<file path="config.mk">
export PLATFORM = sky130hd
export DESIGN_NAME = bus_hold_arbiter
export DESIGN_NICKNAME = d
export VERILOG_FILES = /design/src/rtl/bus_hold_arbiter.sv
export SDC_FILE = /design/constraint.sdc
export NUM_CORES = 1
export LEC_CHECK = 0
export BUFFER_PORTS_ARGS = -buffer_cell sky130_fd_sc_hd__buf_2
export CAP_MARGIN = 40
export CORE_MARGIN = 5
export CORE_UTILIZATION = 40
export CTS_BUF_LIST = sky130_fd_sc_hd__clkbuf_16
export DETAILED_ROUTE_END_ITERATION = 7
export PLACE_DENSITY = 0.62
export SETUP_SLACK_MARGIN = 0.1
export SLEW_MARGIN = 0
export SYNTH_ARGS = -nofsm -noshare
export SYNTH_HDL_FRONTEND = slang
export SYNTH_SLANG_ARGS = --single-unit
export TNS_END_PERCENT = 20
</file>
<file path="constraint.sdc">
create_clock -name clk -period 5 [get_ports clk]
set_clock_uncertainty 0.15 [all_clocks]
set_input_delay 0.25 -clock clk [delete_from_list [all_inputs] [get_ports clk]]
set_output_delay 0.25 -clock clk [all_outputs]
set_load 0.02 [all_outputs]
</file>
<file path="src/rtl/bus_hold_arbiter.sv">
// bus_hold_arbiter: shares the 8088 local bus between the CPU and NREQ
// external masters. Raises hold, waits for hlda, then hands the bus to one
// requester at a time in round-robin order with a bounded tenure and a
// one-cycle turnaround between owners. Every output is a flop.
module bus_hold_arbiter #(
  parameter int NREQ       = 4,
  parameter int IDW        = 2,
  parameter int MAX_TENURE = 16,
  parameter int CW         = 5
) (
  input  logic            clk,
  input  logic            rst,
  input  logic [NREQ-1:0] req,
  input  logic            hlda,
  output logic            hold,
  output logic [NREQ-1:0] gnt,
  output logic [IDW-1:0]  owner,
  output logic            busy,
  output logic            preempt,
  output logic            err
);

  typedef enum logic [2:0] {
    IDLE  = 3'd0,
    HREQ  = 3'd1,
    GRANT = 3'd2,
    TURN  = 3'd3,
    DROP  = 3'd4
  } state_t;

  localparam logic [CW-1:0]   TEN_LAST = CW'(MAX_TENURE - 1);
  localparam logic [NREQ-1:0] ONE      = NREQ'(1);

  state_t          state, state_n;
  logic [CW-1:0]   cnt, cnt_n;
  logic [IDW-1:0]  ptr, ptr_n;
  logic [IDW-1:0]  win;
  logic [IDW-1:0]  owner_n;
  logic [NREQ-1:0] gnt_n;
  logic            hold_n, preempt_n, err_n;
  logic            any_req, do_grant;

  // Round-robin search: first set request strictly after p, wrapping.
  function automatic logic [IDW-1:0] rr_pick(input logic [NREQ-1:0] r,
                                             input logic [IDW-1:0]  p);
    logic [IDW-1:0] w;
    logic           found;
    int             idx;
    w     = p;
    found = 1'b0;
    for (int i = 1; i <= NREQ; i++) begin
      idx = (int'(p) + i) % NREQ;
      if (!found && r[idx]) begin
        w     = IDW'(idx);
        found = 1'b1;
      end
    end
    return w;
  endfunction

  assign any_req = |req;
  assign win     = rr_pick(req, ptr);

  // Next-state and next-output decode; grant load is shared by HREQ and TURN.
  always_comb begin
    state_n   = state;
    cnt_n     = cnt;
    ptr_n     = ptr;
    owner_n   = owner;
    hold_n    = hold;
    gnt_n     = '0;
    preempt_n = 1'b0;
    err_n     = 1'b0;
    do_grant  = 1'b0;
    unique case (state)
      IDLE: begin
        hold_n = 1'b0;
        if (any_req) begin
          state_n = HREQ;
          hold_n  = 1'b1;
        end
      end
      HREQ: begin
        hold_n = 1'b1;
        if (!any_req) begin
          state_n = DROP;
          hold_n  = 1'b0;
        end else if (hlda) begin
          do_grant = 1'b1;
        end
      end
      GRANT: begin
        hold_n = 1'b1;
        // Release beats preempt, preempt beats the hlda error.
        if (!req[owner]) begin
          state_n = TURN;
          cnt_n   = '0;
        end else if (cnt == TEN_LAST && |(req & ~gnt)) begin
          state_n   = TURN;
          cnt_n     = '0;
          preempt_n = 1'b1;
        end else if (!hlda) begin
          state_n = HREQ;
          cnt_n   = '0;
          err_n   = 1'b1;
        end else begin
          gnt_n = gnt;
          // Saturate so a long lone tenure is cut as soon as anyone else asks.
          if (cnt != TEN_LAST) cnt_n = cnt + CW'(1);
        end
      end
      TURN: begin
        hold_n = 1'b1;
        cnt_n  = '0;
        if (any_req && hlda) begin
          do_grant = 1'b1;
        end else if (any_req) begin
          state_n = HREQ;
        end else begin
          state_n = DROP;
          hold_n  = 1'b0;
        end
      end
      DROP: begin
        // Requests are ignored here so the CPU really gets the bus back.
        hold_n = 1'b0;
        if (!hlda) state_n = IDLE;
      end
      default: begin
        state_n = IDLE;
        hold_n  = 1'b0;
      end
    endcase
    if (do_grant) begin
      state_n = GRANT;
      gnt_n   = ONE << win;
      owner_n = win;
      ptr_n   = win;
      cnt_n   = '0;
    end
  end

  // State, counter, pointer and all registered outputs.
  always_ff @(posedge clk) begin
    if (rst) begin
      state   <= IDLE;
      cnt     <= '0;
      ptr     <= IDW'(NREQ - 1);
      hold    <= 1'b0;
      gnt     <= '0;
      owner   <= '0;
      busy    <= 1'b0;
      preempt <= 1'b0;
      err     <= 1'b0;
    end else begin
      state   <= state_n;
      cnt     <= cnt_n;
      ptr     <= ptr_n;
      hold    <= hold_n;
      gnt     <= gnt_n;
      owner   <= owner_n;
      busy    <= hold_n | (|gnt_n);
      preempt <= preempt_n;
      err     <= err_n;
    end
  end

endmodule

</file>
# Word-level counts from Yosys, hierarchy flattened
# Index checks and enable logic that the tools add are counted.
# totals
wordCells	121
in_bits	7
register_bits	20
output_inout_bits	10
# op_classes
eq_ne	17
n_addsub	5
shifts	1
order_cmp	5
mux	50
bitwise_logic	9
n_reduce_logical	24
# ops
op	count
$mux W3	8
$mux W4	5
$mux W5	4
$mux W1	19
$lt A3 B4 Y1 const B	4
$reduce_or A4 Y1	4
$pmux W3 S5	1
$ne A3 B3 Y1 const B	4
$reduce_or A2 Y1	6
$bmux W1 S2	5
$mux W2	5
$ne A5 B5 Y1 const B	2
$pmux W5 S2	1
$reduce_and A5 Y1	2
$ne A2 B2 Y1 const B	4
$eq A3 B2 Y1 const B	2
$add A5 B1 Y5 const B	1
$eq A5 B4 Y1 const B	1
$logic_and A1 B1 Y1	5
$ne A5 B4 Y1 const B	1
$add A2 B1 Y2 const B	2
$add A2 B2 Y2 const B	2
$and A1 B1 Y1 const A	4
$and A4 B4 Y4	1
15 further kinds	18

# Logic depth before layout (Yosys ltp)
# depth
depth_word	20
ltp_mapped	9
ltp_nobuf	8

# Worst setup path after synthesis
# No wires, ideal clock.
# synth_path
kind	reg-to-reg
startpoint	register cnt[0]
endpoint	register cnt[0]
setup_time_ps	69
stages_incl_launch_ff	10
n_path_buf	1
arrival_time_ps	1824
synth_period_minus_slack_ps	2042
path_slack_ps	2958
required_time_ps	4781
cell_sequence	dfxtp_1 -> ha_1 -> and3_1 -> ha_1 -> nand2b_1 -> o22ai_1 -> a31o_1 -> buf_4 -> or3_1 -> o21ai_1
# synth_between
elab_chain_cells	6
word_cells_on_any_way	11
classes_between	add/sub (1); eq/ne (3); mux (5); reduce/logical (2)
# synth_lines
item	line	text
start: declaration	35	logic [CW-1:0] cnt, cnt_n;
start signal: assignment	157	cnt <= cnt_n;
$add A5 B1 Y5	109	if (cnt != TEN_LAST) cnt_n = cnt + CW'(1);
$mux W5	109	
$mux W5	102	end else if (!hlda) begin
$mux W5	98	end else if (cnt == TEN_LAST && |(req & ~gnt)) begin
$mux W5	95	if (!req[owner]) begin
$pmux W5 S2	75	unique case (state)
# Several ways; a longest one is shown, not always the timed one. The select of a mux whose other input is x is not followed.
# A chain may end at the register's enable or synchronous reset.

# Final worst setup path
# Same ends and word-level chain as after synthesis.

==> metrics <==
outcome=finished, final reports clean; total power draw=0.389 mW; diodes inserted=0; Post-CTS Setup Bufs=0; WL met2=between 1000 and 1500 um; cts bufs inserted=3; fraction of layout instances using a drive strength above 1=20.3%; initial antenna violation count=0; critical path startpoint category=flop; minimum clock period=2.22 ns; CP arrival=between 2 and 2.5 ns; grt ovf=0; Finished Cell Area=approximately 1300 sq um; Wirelength per Cell=between 10 and 15 um; detailed placement HPWL=1780 um; Initial Utilization=between 40% and 50%; met3 wire len=about 150 um; row count=18; Die Span X=61.7 um; Synth cell types=45; 1st-iter DRT viols=44; fin. max-slew vios=0; DP Worst Slack=between 2 and 3 ns; Routed WL=approximately 2400 um; Area after DPL=~1200 sq um; gr usage total=between 10 and 15%; PnR worst setup slack=roughly 2.8 ns; Clock Tree Buf Depth=2; sequential area share after synthesis=~37%; Worst EP required=5.03 ns; CTS tree=yes; first-pass GRT wire length=3900 um; largest cells by area after synthesis=dfxtp_1 (37%), nor2_1 (5.3%), a32oi_1 (4.1%); highest routed layer=met4; Hold WS=about 0.12 ns; warnings from Yosys=0; crit end category=flop; # Max-Cap Violations=0; maximum vdd drop=between 0.0002 and 0.0003 V; CTS root buffer=clkbuf_16; vias in the first global route=~900; Final setup viols=0; period utilization=between 40% and 50%; setup TNS=0 ns; count leader, synth=dfxtp_1; Yosys reg bits=20; final net count=between 100 and 150; clock sink count=20; htree depth=1; Peak Freq=between 400 and 500 MHz; Post-synth EDFFs=0; via count=a little under 1000; HP Class=input port to flop; via/cell ratio=between 5 and 6; DIE AREA=roughly 3800 sq um; post-CTS sizing=0; Mapped Avg Cell Area=~9 sq um; Routed Antenna Nets=0; placed cell count=164; worst-skew pair later-pin latency=between 0.2 and 0.3 ns; actual slew at the worst max-slew pin=a little over 0.7 ns; largest fanout on the critical path=10; Core Footprint=2520 sq um; Post-Syn Instances=between 100 and 150; RD Place Congestion=about 0.81; Max-slew headroom=roughly 53%; cts hold-fix bufs=0; P_leak=0.516 nW; pwr dens=approximately 310 nW/um^2; Port Buffers=16; Most used DFF post-synth=dfxtp_1; Final Hold Vio Count=0; RSZ-0062 raised after global routing=no; Area Growth Syn to Fin=16.9%; Clock transition at path regs=roughly 0.06 ns; post-route insts no fill=roughly 170; die height=around 62 um; top cell type's share of synthesized area=a little under two fifths; met1 WL=1120 um; Final Util=a little under 50%; Synth area leader=dfxtp_1; DRC errors left=0; Crit Path Category=flop to flop; Post-synth ARST share=0%; commonest cells in the netlist=dfxtp_1 (20), nor2_1 (15), a21oi_1 (6), nor3_1 (6), a32oi_1 (5); syn_nets=130; drt pass-1 iters=4; largest net degree at the start of global routing=14; num ports=17; Post-Syn Area=approximately 1100 sq um
report_power, final:
part / total, mW / internal [mW] / switching, mW
Sequential: 0.171 / 0.165 / 0.00616
Clock: 0.165 / 0.107 / 0.0582
Combinational: 0.0530 / 0.0207 / 0.0323
Total: 0.389 / 0.292 / 0.0966
registers in the layout, indices dropped and copies added (netlist names):
name     count
owner        2
ptr          2
state        3
hold         1
preempt      1
cnt          5
busy         1
gnt          4
err          1
placed cells by master (no fill, tap or decap), types with 2 or more instances in the layout:
cell and count:
dfxtp_1 20, buf_2 16, nor2_1 15, nor3_1 6
a21oi_1 6, a32oi_1 5, or2b_1 4, nor2b_1 4
nand2_1 4, nand3_1 4, inv_1 3, mux2i_1 3
nand2b_1 3, nor4_1 3, and2_1 3, clkbuf_16 3
and3_1 2, o21ai_0 2, or2_2 2, a32o_1 2
nand4b_1 2, ha_1 2
cell families (layout without fill, tap and decap cells):
group | count (synthesis) | after routing | share of synthesized area (%)
AND/OR/NAND/NOR | 63 | 63 | 34.2
flip-flops | 20 | 20 | 37.4
adder cells (fa/ha/maj) | 2 | 2 | 2.34
buffers and inverters | 6 | 23 | 2.45
multiplexers | 4 | 4 | 4.21
AO/OA/AOI/OAI | 26 | 26 | 19.4
per-layer routing:
layer / vias up / global-route usage [%]
met4: 0 / 2.12
met3: 2 / 4.13
met5: - / 0
met2: 29 / 21.5
li1: 487 / -
met1: 456 / 18.8
path summary, 6_finish.rpt:
kind	startpoint	to	slack, ns	depth (start not counted)
worst max-delay path	cnt[0]	cnt[0]	2.78	8
worst min-delay path	hlda	err	0.12	2
worst max register to register	cnt[0]	cnt[0]	2.78	8
worst min register to register	cnt[1]	cnt[1]	0.34	2
cell type report:
cell class                 count  area (sq um)
sequential                    20           400
multi-input combinational     95           644
clock inverter                 1          3.75
clock buffer                   3          75.1
tap                           30          37.5
fill                         233          1270
timing repair buffer          16          80.1
inverter                       3          11.3
critical path, cell delays in order (launching register included):
cell and delay, ns:
dfxtp_1 0.33, ha_1 0.22, and3_1 0.19, ha_1 0.24, nand2b_1 0.10, o22ai_1 0.10
a31o_1 0.33, or3_1 0.36, o21ai_1 0.13
No activity file was read; power rests on OpenSTA's default activity.
